### src/rtl/ifm_pkg.sv
// ifm_pkg: shared types for the instruction fetch memory.
//   state_t       - load/run controller states (RUN, DRAIN, LOAD)
//   patch_entry_t - one patch-table entry {valid, addr, word}; the address
//                   and word fields are sized to the widest supported
//                   configuration and zero-extended by the users
//   patch_base()  - first address of the patch-select window (top NPATCH
//                   addresses of the AW-bit load address space)
package ifm_pkg;

  typedef enum logic [1:0] {
    RUN   = 2'd0,
    DRAIN = 2'd1,
    LOAD  = 2'd2
  } state_t;

  localparam int PATCH_AW_MAX = 16;
  localparam int PATCH_IW_MAX = 32;

  typedef struct packed {
    logic                    valid;
    logic [PATCH_AW_MAX-1:0] addr;
    logic [PATCH_IW_MAX-1:0] word;
  } patch_entry_t;

  function automatic int patch_base(input int aw, input int npatch);
    return (1 << aw) - npatch;
  endfunction

  // Window base for the default geometry (AW=10, NPATCH=2).
  localparam int PATCH_BASE_DEFAULT = patch_base(10, 2);

endpackage

### src/rtl/inst_fetch_mem_if.sv
// inst_fetch_mem_if: fetch request/response channels plus program-load port.
//   master modport: fetch unit / loader side (drives requests, load strobes)
//   slave  modport: instruction memory side
//
// Handshake: a transfer happens on a rising clock edge where valid && ready.
// A producer holding valid high keeps its payload stable until that edge;
// ready may depend combinationally on the consumer state but never on the
// payload. The request channel uses req_valid/req_ready, the response
// channel resp_valid/resp_ready.
interface inst_fetch_mem_if #(
  parameter int IW = 9,
  parameter int AW = 10
);
  logic          req_valid;
  logic [AW-1:0] req_addr;
  logic          req_ready;
  logic          resp_valid;
  logic [IW-1:0] resp_inst;
  logic          resp_oor;
  logic          resp_ready;
  logic          ld_start;
  logic          ld_valid;
  logic [AW-1:0] ld_addr;
  logic [IW-1:0] ld_data;
  logic          ld_done;
  logic          loading;

  modport master (
    output req_valid, req_addr, resp_ready,
    output ld_start, ld_valid, ld_addr, ld_data, ld_done,
    input  req_ready, resp_valid, resp_inst, resp_oor, loading
  );

  modport slave (
    input  req_valid, req_addr, resp_ready,
    input  ld_start, ld_valid, ld_addr, ld_data, ld_done,
    output req_ready, resp_valid, resp_inst, resp_oor, loading
  );
endinterface

### src/rtl/ifm_patch_table.sv
// ifm_patch_table: NPATCH-entry address-match table that overrides fetches.
//   clk, rst_n  - clock, asynchronous active-low reset (entries -> invalid)
//   wr_en       - load strobe while the controller is in LOAD
//   wr_addr     - load address; ~wr_addr selects entry k inside the window
//   wr_data     - load data
//   rd_addr     - fetch address to look up
//   hit         - some valid entry matches rd_addr
//   hit_word    - word of the lowest-index matching entry
// An entry takes two strobes to its window address: the first sets the
// match address (wr_data zero-extended) and invalidates the entry, the
// second sets the word and marks the entry valid. The window must lie at or
// above DEPTH so it never aliases the instruction array.
module ifm_patch_table
  import ifm_pkg::*;
#(
  parameter int AW     = 10,
  parameter int IW     = 9,
  parameter int NPATCH = 2
) (
  input  logic          clk,
  input  logic          rst_n,
  input  logic          wr_en,
  input  logic [AW-1:0] wr_addr,
  input  logic [IW-1:0] wr_data,
  input  logic [AW-1:0] rd_addr,
  output logic          hit,
  output logic [IW-1:0] hit_word
);

  patch_entry_t      entry_q [NPATCH];
  logic [NPATCH-1:0] phase_q;  // 1: next strobe to this entry writes its word
  logic [AW-1:0]     slot;

  // all-ones minus address is the bitwise inverse
  assign slot = ~wr_addr;

  always_ff @(posedge clk or negedge rst_n) begin
    if (!rst_n) begin
      for (int k = 0; k < NPATCH; k++) entry_q[k] <= '0;
      phase_q <= '0;
    end else if (wr_en) begin
      for (int k = 0; k < NPATCH; k++) begin
        if (slot == AW'(k)) begin
          if (!phase_q[k]) begin
            entry_q[k].valid <= 1'b0;
            entry_q[k].addr  <= PATCH_AW_MAX'(wr_data);
            phase_q[k]       <= 1'b1;
          end else begin
            entry_q[k].valid <= 1'b1;
            entry_q[k].word  <= PATCH_IW_MAX'(wr_data);
            phase_q[k]       <= 1'b0;
          end
        end
      end
    end
  end

  // Walk from the top so the lowest matching index is the last assignment.
  always_comb begin
    hit      = 1'b0;
    hit_word = '0;
    for (int k = NPATCH - 1; k >= 0; k--) begin
      if (entry_q[k].valid && (entry_q[k].addr == PATCH_AW_MAX'(rd_addr))) begin
        hit      = 1'b1;
        hit_word = entry_q[k].word[IW-1:0];
      end
    end
  end

  // Upper word bits are always zero; fold them so they count as consumed.
  logic word_unused;
  always_comb begin
    word_unused = 1'b0;
    for (int k = 0; k < NPATCH; k++)
      word_unused = word_unused ^ (^entry_q[k].word[PATCH_IW_MAX-1:IW]);
  end

endmodule

### src/rtl/inst_fetch_mem.sv
// inst_fetch_mem: instruction memory for the fetch stage.
//   CLK    - clock
//   rst_n  - asynchronous active-low reset
//   bus    - inst_fetch_mem_if slave: fetch request/response + load port
//   state  - current controller state (RUN / DRAIN / LOAD) for observation
// Reads are registered (one-cycle latency). Addresses >= DEPTH return
// NOP_WORD with resp_oor set. ld_start moves to LOAD (through DRAIN when a
// stalled response is outstanding); fetch is blocked outside RUN so loads
// never collide with reads. The array is not reset.
// Optional build macro: INST_PATCH_EN adds ifm_patch_table, whose hits
// override both the array and the range check.
module inst_fetch_mem
  import ifm_pkg::*;
#(
  parameter int            IW        = 9,
  parameter int            AW        = 10,
  parameter int            DEPTH     = 256,
  parameter logic [IW-1:0] NOP_WORD  = '0,
  parameter string         INIT_FILE = "instructions.txt",
  parameter int            NPATCH    = 2
) (
  input  logic            CLK,
  input  logic            rst_n,
  inst_fetch_mem_if.slave bus,
  output state_t          state
);

  localparam int            IDXW      = (DEPTH > 1) ? $clog2(DEPTH) : 1;
  localparam logic [AW:0]   DEPTH_EXT = (AW+1)'(DEPTH);

  logic [IW-1:0] mem [DEPTH];

  state_t        state_q, state_d;
  logic          resp_valid_q, resp_oor_q;
  logic [IW-1:0] resp_inst_q;
  logic          accept, req_in_range, ld_in_range, load_wr;
  logic [IW-1:0] rd_word;
  logic          rd_oor;

  // ---------------- controller ----------------
  always_ff @(posedge CLK or negedge rst_n) begin
    if (!rst_n) state_q <= RUN;
    else        state_q <= state_d;
  end

  always_comb begin
    state_d = state_q;
    case (state_q)
      // ld_start outranks ld_done here; a stalled response must drain first
      RUN:     if (bus.ld_start) state_d = (resp_valid_q && !bus.resp_ready) ? DRAIN : LOAD;
      DRAIN:   if (bus.resp_ready) state_d = LOAD;
      LOAD:    if (bus.ld_done) state_d = RUN;
      default: state_d = RUN;
    endcase
  end

  assign state       = state_q;
  assign bus.loading = (state_q != RUN);

  // ---------------- fetch path ----------------
  assign bus.req_ready = (state_q == RUN) && (!resp_valid_q || bus.resp_ready);
  assign accept        = bus.req_valid && bus.req_ready;
  assign req_in_range  = ({1'b0, bus.req_addr} < DEPTH_EXT);

`ifdef INST_PATCH_EN
  logic          patch_hit;
  logic [IW-1:0] patch_word;

  ifm_patch_table #(
    .AW     (AW),
    .IW     (IW),
    .NPATCH (NPATCH)
  ) u_patch (
    .clk      (CLK),
    .rst_n    (rst_n),
    .wr_en    (load_wr),
    .wr_addr  (bus.ld_addr),
    .wr_data  (bus.ld_data),
    .rd_addr  (bus.req_addr),
    .hit      (patch_hit),
    .hit_word (patch_word)
  );
`else
  localparam int unused_npatch = NPATCH;
`endif

  always_comb begin
    rd_word = NOP_WORD;
    rd_oor  = 1'b1;
    if (req_in_range) begin
      rd_word = mem[bus.req_addr[IDXW-1:0]];
      rd_oor  = 1'b0;
    end
`ifdef INST_PATCH_EN
    if (patch_hit) begin
      rd_word = patch_word;
      rd_oor  = 1'b0;
    end
`endif
  end

  // Response register: loads on accept, holds while stalled, clears after
  // a handshake that is not refilled by a new accept.
  always_ff @(posedge CLK or negedge rst_n) begin
    if (!rst_n) begin
      resp_valid_q <= 1'b0;
      resp_inst_q  <= NOP_WORD;
      resp_oor_q   <= 1'b0;
    end else if (accept) begin
      resp_valid_q <= 1'b1;
      resp_inst_q  <= rd_word;
      resp_oor_q   <= rd_oor;
    end else if (bus.resp_ready) begin
      resp_valid_q <= 1'b0;
    end
  end

  assign bus.resp_valid = resp_valid_q;
  assign bus.resp_inst  = resp_inst_q;
  assign bus.resp_oor   = resp_oor_q;

  // ---------------- load path ----------------
  assign load_wr     = (state_q == LOAD) && bus.ld_valid;
  assign ld_in_range = ({1'b0, bus.ld_addr} < DEPTH_EXT);

  // Out-of-range writes (including the patch window) never touch the array.
  always_ff @(posedge CLK) begin
    if (load_wr && ld_in_range) mem[bus.ld_addr[IDXW-1:0]] <= bus.ld_data;
  end

endmodule
### src/flat_wrapper.sv
// flat-port wrapper written by rule: the top's interface ports become plain ports
module inst_fetch_mem_flat import ifm_pkg::*;
#(
  parameter int            IW        = 9,
  parameter int            AW        = 10,
  parameter int            DEPTH     = 256,
  parameter logic [IW-1:0] NOP_WORD  = '0,
  parameter string         INIT_FILE = "                ",
  parameter int            NPATCH    = 2
)
  (CLK, rst_n, state, bus_req_valid, bus_req_addr, bus_resp_ready, bus_ld_start, bus_ld_valid, bus_ld_addr, bus_ld_data, bus_ld_done, bus_req_ready, bus_resp_valid, bus_resp_inst, bus_resp_oor, bus_loading);
  inst_fetch_mem_if #(.IW(IW), .AW(AW)) bus_i ();
  input  logic CLK;
  input  logic rst_n;
  output state_t state;
  input wire logic [$bits(bus_i.req_valid)-1:0] bus_req_valid;
  input wire logic [$bits(bus_i.req_addr)-1:0] bus_req_addr;
  input wire logic [$bits(bus_i.resp_ready)-1:0] bus_resp_ready;
  input wire logic [$bits(bus_i.ld_start)-1:0] bus_ld_start;
  input wire logic [$bits(bus_i.ld_valid)-1:0] bus_ld_valid;
  input wire logic [$bits(bus_i.ld_addr)-1:0] bus_ld_addr;
  input wire logic [$bits(bus_i.ld_data)-1:0] bus_ld_data;
  input wire logic [$bits(bus_i.ld_done)-1:0] bus_ld_done;
  output wire logic [$bits(bus_i.req_ready)-1:0] bus_req_ready;
  output wire logic [$bits(bus_i.resp_valid)-1:0] bus_resp_valid;
  output wire logic [$bits(bus_i.resp_inst)-1:0] bus_resp_inst;
  output wire logic [$bits(bus_i.resp_oor)-1:0] bus_resp_oor;
  output wire logic [$bits(bus_i.loading)-1:0] bus_loading;
  assign bus_i.req_valid = bus_req_valid;
  assign bus_i.req_addr = bus_req_addr;
  assign bus_i.resp_ready = bus_resp_ready;
  assign bus_i.ld_start = bus_ld_start;
  assign bus_i.ld_valid = bus_ld_valid;
  assign bus_i.ld_addr = bus_ld_addr;
  assign bus_i.ld_data = bus_ld_data;
  assign bus_i.ld_done = bus_ld_done;
  assign bus_req_ready = bus_i.req_ready;
  assign bus_resp_valid = bus_i.resp_valid;
  assign bus_resp_inst = bus_i.resp_inst;
  assign bus_resp_oor = bus_i.resp_oor;
  assign bus_loading = bus_i.loading;
  inst_fetch_mem #(.IW(IW), .AW(AW), .DEPTH(DEPTH), .NOP_WORD(NOP_WORD), .INIT_FILE(INIT_FILE), .NPATCH(NPATCH)) u_core (.CLK(CLK), .rst_n(rst_n), .bus(bus_i), .state(state));
endmodule
### config.mk
export PLATFORM = sky130hd
export DESIGN_NAME = inst_fetch_mem_flat
export DESIGN_NICKNAME = d
export VERILOG_FILES = /design/src/rtl/ifm_pkg.sv /design/src/rtl/inst_fetch_mem_if.sv /design/src/rtl/ifm_patch_table.sv /design/src/rtl/inst_fetch_mem.sv /design/src/flat_wrapper.sv
export SDC_FILE = /design/constraint.sdc
export NUM_CORES = 2
export LEC_CHECK = 0
export CORE_MARGIN = 2
export CORE_UTILIZATION = 61
export DETAILED_ROUTE_END_ITERATION = 10
export PLACE_DENSITY = 0.85
export SLEW_MARGIN = 20
export SYNTH_ARGS = -nofsm -noshare
export SYNTH_HDL_FRONTEND = slang
export SYNTH_HIERARCHICAL = 1
export SYNTH_SLANG_ARGS = --single-unit
### constraint.sdc
create_clock -name CLK -period 6.9 [get_ports CLK]
set_input_delay 1.38 -clock CLK [delete_from_list [all_inputs] [get_ports CLK]]
set_output_delay 1.38 -clock CLK [all_outputs]
set_load 0.02 [all_outputs]
After elaboration in Yosys (flattened, before gate mapping)

Memories as Yosys holds them, arrays and structs flattened.
Cells that the tools add are included.

Register bits: 13
Logic and storage cells: 35
Memory bits (writable): 2304
Memories kept: 1

Multiplexer cells: 11
Magnitude comparators: 2
Equality and inequality tests: 5
Reductions and logical operators: 12

Memory list:

| name       | depth | bits a word | read ports | clocked after Yosys merged registers in | wr ports | line                 | text |
|---|---|---|---|---|---|---|---|
| u_core.mem | 256   | 9           | 1          | 0                                       | 1        | inst_fetch_mem.sv:31 | `logic [IW-1:0] mem [DEPTH];` |

Operators by type and width:

| operator            | count |
|---|---|
| $lt 10x9->1 const B | 2 |
| $mux 9              | 1 |
| $mux 2              | 4 |
| $ne 2x2->1 const B  | 3 |
| $pmux 2 s3          | 1 |
| $logic_and 1x1->1   | 5 |
| $mux 1              | 5 |
| $reduce_bool 2->1   | 2 |
| $reduce_and 3->1    | 1 |
| $eq 2x1->1 const B  | 1 |
| $eq 2x2->1 const B  | 1 |
| $logic_not 1->1     | 2 |
| $logic_not 2->1     | 1 |
| $logic_or 1x1->1    | 1 |

Depth between registers and ports, before layout

Word-level depth: 5
Mapped depth: 13

Least setup slack after synthesis

Ideal clock, no wire load.

Path kind: input -> register
Start point: input bus_req_addr[0]
End point: register u_core.resp_inst_q[4] (netlist: u_core/bus.resp_inst[4])
Arrival time: 3.296 ns
Slack: 3.482 ns
Required time: 6.778 ns
Library setup time: 0.122 ns
Stages on the path: 10
Path through: buf_6 buf_8 buf_6 buf_2 mux4_2 a22oi_1 a21oi_1 nor2_1 o211ai_1 a32o_1

Cells in the longest elaborated chain, start to end: 2
Elaborated cells on any way between the ends: 3

RTL lines:

| element                                             | line                  | text |
|---|---|---|
| start: declaration                                  | flat_wrapper.sv:17    | `input wire logic [$bits(bus_i.req_addr)-1:0] bus_req_addr;` |
| $mem_v2 256x9 / $lt 10x9->1 (equally long branches) | n/a                   |  |
| $mux 9 *                                            | inst_fetch_mem.sv:90  | `if (req_in_range) begin` |
| end signal: assignment                              | inst_fetch_mem.sv:111 | `resp_inst_q <= rd_word;` |
| end: declaration                                    | inst_fetch_mem.sv:35  | `logic [IW-1:0] resp_inst_q;` |

Mark *: on every way between the ends. The rest lies on a longest branch, timed or not.
A chain may end at the register's enable or synchronous reset.

Final worst setup path

Start point: input bus_req_addr[2]
End point: register u_core.resp_inst_q[5] (netlist: u_core/bus.resp_inst[5])

Same word-level chain as after synthesis.

==> impl_metrics.tcl <==
set metrics [dict create \
    path_cells "buf_8, nand2_4, o221ai_1, a21oi_1, or3_1, a2111oi_0, a31oi_1, o21ai_1" \
    r2r_setup_slack_ps 2830 \
    postLayoutCellArea_mm2 0.100 \
    grt_util_all_layers 0.335 \
    crit_required_ps 7670 \
    synth_cell_types 75 \
    initial_core_util 0.614 \
    cp-end-kind "flop" \
    fmax_mhz 191 \
    slowest_delay_ps 1010 \
    layout.cells.non_filler 6691 \
    synthTopCellsByCount "edfxtp_1 (2304), mux4_2 (430), nor2_1 (311)" \
    cp_max_fo 90 \
    syn_area_per_cell_um2 20.4 \
    die_y_um 390 \
    hp-start "u_core/state[1]" \
    yosysMostFrequentCell "edfxtp_1" \
    synthCells 4462 \
    r2r_start "u_core/state[1]" \
    drv_cap 0 \
    rows 141 \
    cts_setup_buffers 0 \
    status "finished, final reports clean" \
    finalWirelength_mm 255 \
    io_pins 51 \
    drv_slew 0 \
    synth_sequential_area_ratio 0.765 \
    fin_setup_tns_ps 0 \
    area_delta_synth_final_pct 10.0 \
    hold_depth 1 \
    syn_nets 4498 \
    p_sw_mw 6.43 \
    holdPathEnd "u_core/state[0]" \
    period_minus_slack_ps 5230 \
    die_area_mm2 0.152 \
    ys.flop_type "edfxtp_1" \
    cts_root_buf "clkbuf_16" \
    htreeDepth 4 \
    coreArea_mm2 0.148 \
    cts_tree "yes" \
    routabilityCongestion 0.916 \
    drc_errors 0 \
    async_reset_ff_frac 0.00561 \
    reg2reg_to "u_core/mem[43][0]" \
    worstMarginPinSlew_ps 1310 \
    hp-class "reg2reg" \
    cts_inserted_buffers 212 \
    critPathLaunchType "input pin" \
    max-vdd-ir-drop_mv 0.319 \
    arrival_ps 6000 \
    crit_type "in2reg" \
    p_seq_frac 0.536 \
    skew_ps 42.7 \
    gr-total-overflow 0 \
    rsz0062_at_grt "no" \
    grt_pass1_wl_mm 359 \
    internal_power_mw 22.6 \
    r2r.worst_path.cells 5 \
    pre_cts_ws_ps 1390 \
    finalPower_mw 29.0 \
    vias 50500 \
    grt_max_degree 208 \
    die_w_um 390 \
    holdWs_ps 517 \
    portBuffers 50 \
    dr.pass1.iters 9 \
    nets 4596 \
    synth_area_leaders "edfxtp_1 (76%), mux4_2 (11%), mux2i_1 (3.1%)" \
    p_sw_frac 0.222 \
    place_inst 6275 \
    wire_per_inst_um 38.1 \
    synth_top_area_share 0.762 \
    synth_edf_count 2304 \
    final_antenna_net_count 0 \
    ctsResizeCount 0 \
    slowest_stage "a2111oi_0" \
    comb_power_share 0.058 \
    timing.max_slew.rel_slack 0.127 \
    grt_pass1_vias 49800 \
    power_density_mw_per_mm2 291 \
    clockPowerShare 0.406 \
    clkLatencyLatePin_ps 870 \
    final_util 0.676 \
    fillCellCount 8281 \
    clockBufferDepth 3 \
    clock_sinks 2317 \
    antenna_found_initial 17 \
    place_area_mm2 0.0929 \
    fin_crit_sh 0.758 \
    cts.clk_slew.worst_paths_ps 60 \
    leakage_nw 31.4 \
    cts_hold_buf 0 \
    drive_gt1_frac 0.195 \
    synth_area_mm2 0.0908 \
    hpwl_mm 141 \
    hold_viol 0 \
    synth_seq_cells 2317 \
    worst_slack_ps 1670 \
    routed_via_density 7.55 \
    finalSetupViolCount 0 \
    yosys.area.top_type "edfxtp_1" \
    ys_warn_count 6 \
    drt-initial-drc-count 10300 \
]
==> critical path: cells and delay by family <==
family          cells  cell delay (ps)
compound gates      5             2580
simple gates        2             1230
buf+inv             1              590
==> cells by family after synthesis <==
kind of cell           synth area share
muxes                             0.147
AOI/OAI and AO/OA                0.0372
DFF                               0.765
and+or+nand+nor                  0.0289
buffers and inverters            0.0214
==> how the worst max path moves through the flow <==
stage                     from                      end  slack [ps]  depth (start not counted)
2_1_floorplan  bus_req_addr[0]  u_core/bus.resp_inst[4]        3480                         10
3_3_place_gp   bus_req_addr[0]  u_core/bus.resp_inst[5]        1210                          9
3_5_place_dp   bus_req_addr[1]  u_core/bus.resp_inst[5]        1390                          9
4_1_cts        bus_req_addr[0]  u_core/bus.resp_inst[5]        2200                          9
5_1_grt        bus_req_addr[2]  u_core/bus.resp_inst[5]        2010                          8
6_report       bus_req_addr[2]  u_core/bus.resp_inst[5]        1670                          8
==> cells in the final DEF, fill, tap and decap left out, types with 39 or more instances in the layout <==
cell / count
clkbuf_1: 43
mux2_2: 40
o221ai_1: 77
a21oi_1: 108
buf_4: 79
nand2_1: 127
mux4_2: 430
mux2i_1: 285
edfxtp_1: 2304
clkinv_1: 39
o21ai_0: 45
o22ai_1: 76
clkbuf_16: 214
clkinv_2: 51
nor2_1: 309
==> sequential cells by signal, indices dropped and copies added, names as in the netlist <==
signal,count
u_core/state,2
u_core/bus.resp_oor,1
u_core/mem,2304
u_core/bus.resp_inst,9
u_core/bus.resp_valid,1
==> metal layers <==
| layer | track usage | part of all wire | vias to the layer above |
|---|---|---|---|
| met2 | 0.502 | 0.45 | 5538 |
| li1 | - | - | 18700 |
| met5 | 0 | 0.00050 | - |
| met1 | 0.428 | 0.31 | 24900 |
| met4 | 0.207 | 0.078 | 20 |
| met3 | 0.115 | 0.16 | 1315 |
==> area by class of cell <==
cell class	instances	area, µm²	area share
antenna	15	37.5	0.000376
clock buffer	263	5600	0.0560
clock inverter	137	1370	0.0137
inverter	16	63.8	0.000638
multi-input combinational	1865	19400	0.195
sequential	2317	69500	0.695
tap	1930	2410	0.0242
timing repair buffer	148	1520	0.0152
==> power groups by stage <==
stage	Combinational [mW]	Sequential [mW]	Clock, mW
detailed placement	1.57	15.9	0
CTS	1.61	15.6	11.8
finish	1.68	15.6	11.8
floorplan	0.825	15.9	0
global placement	1.53	15.8	0
global route	1.69	15.6	12.3
(Power assumes the default switching activity.)
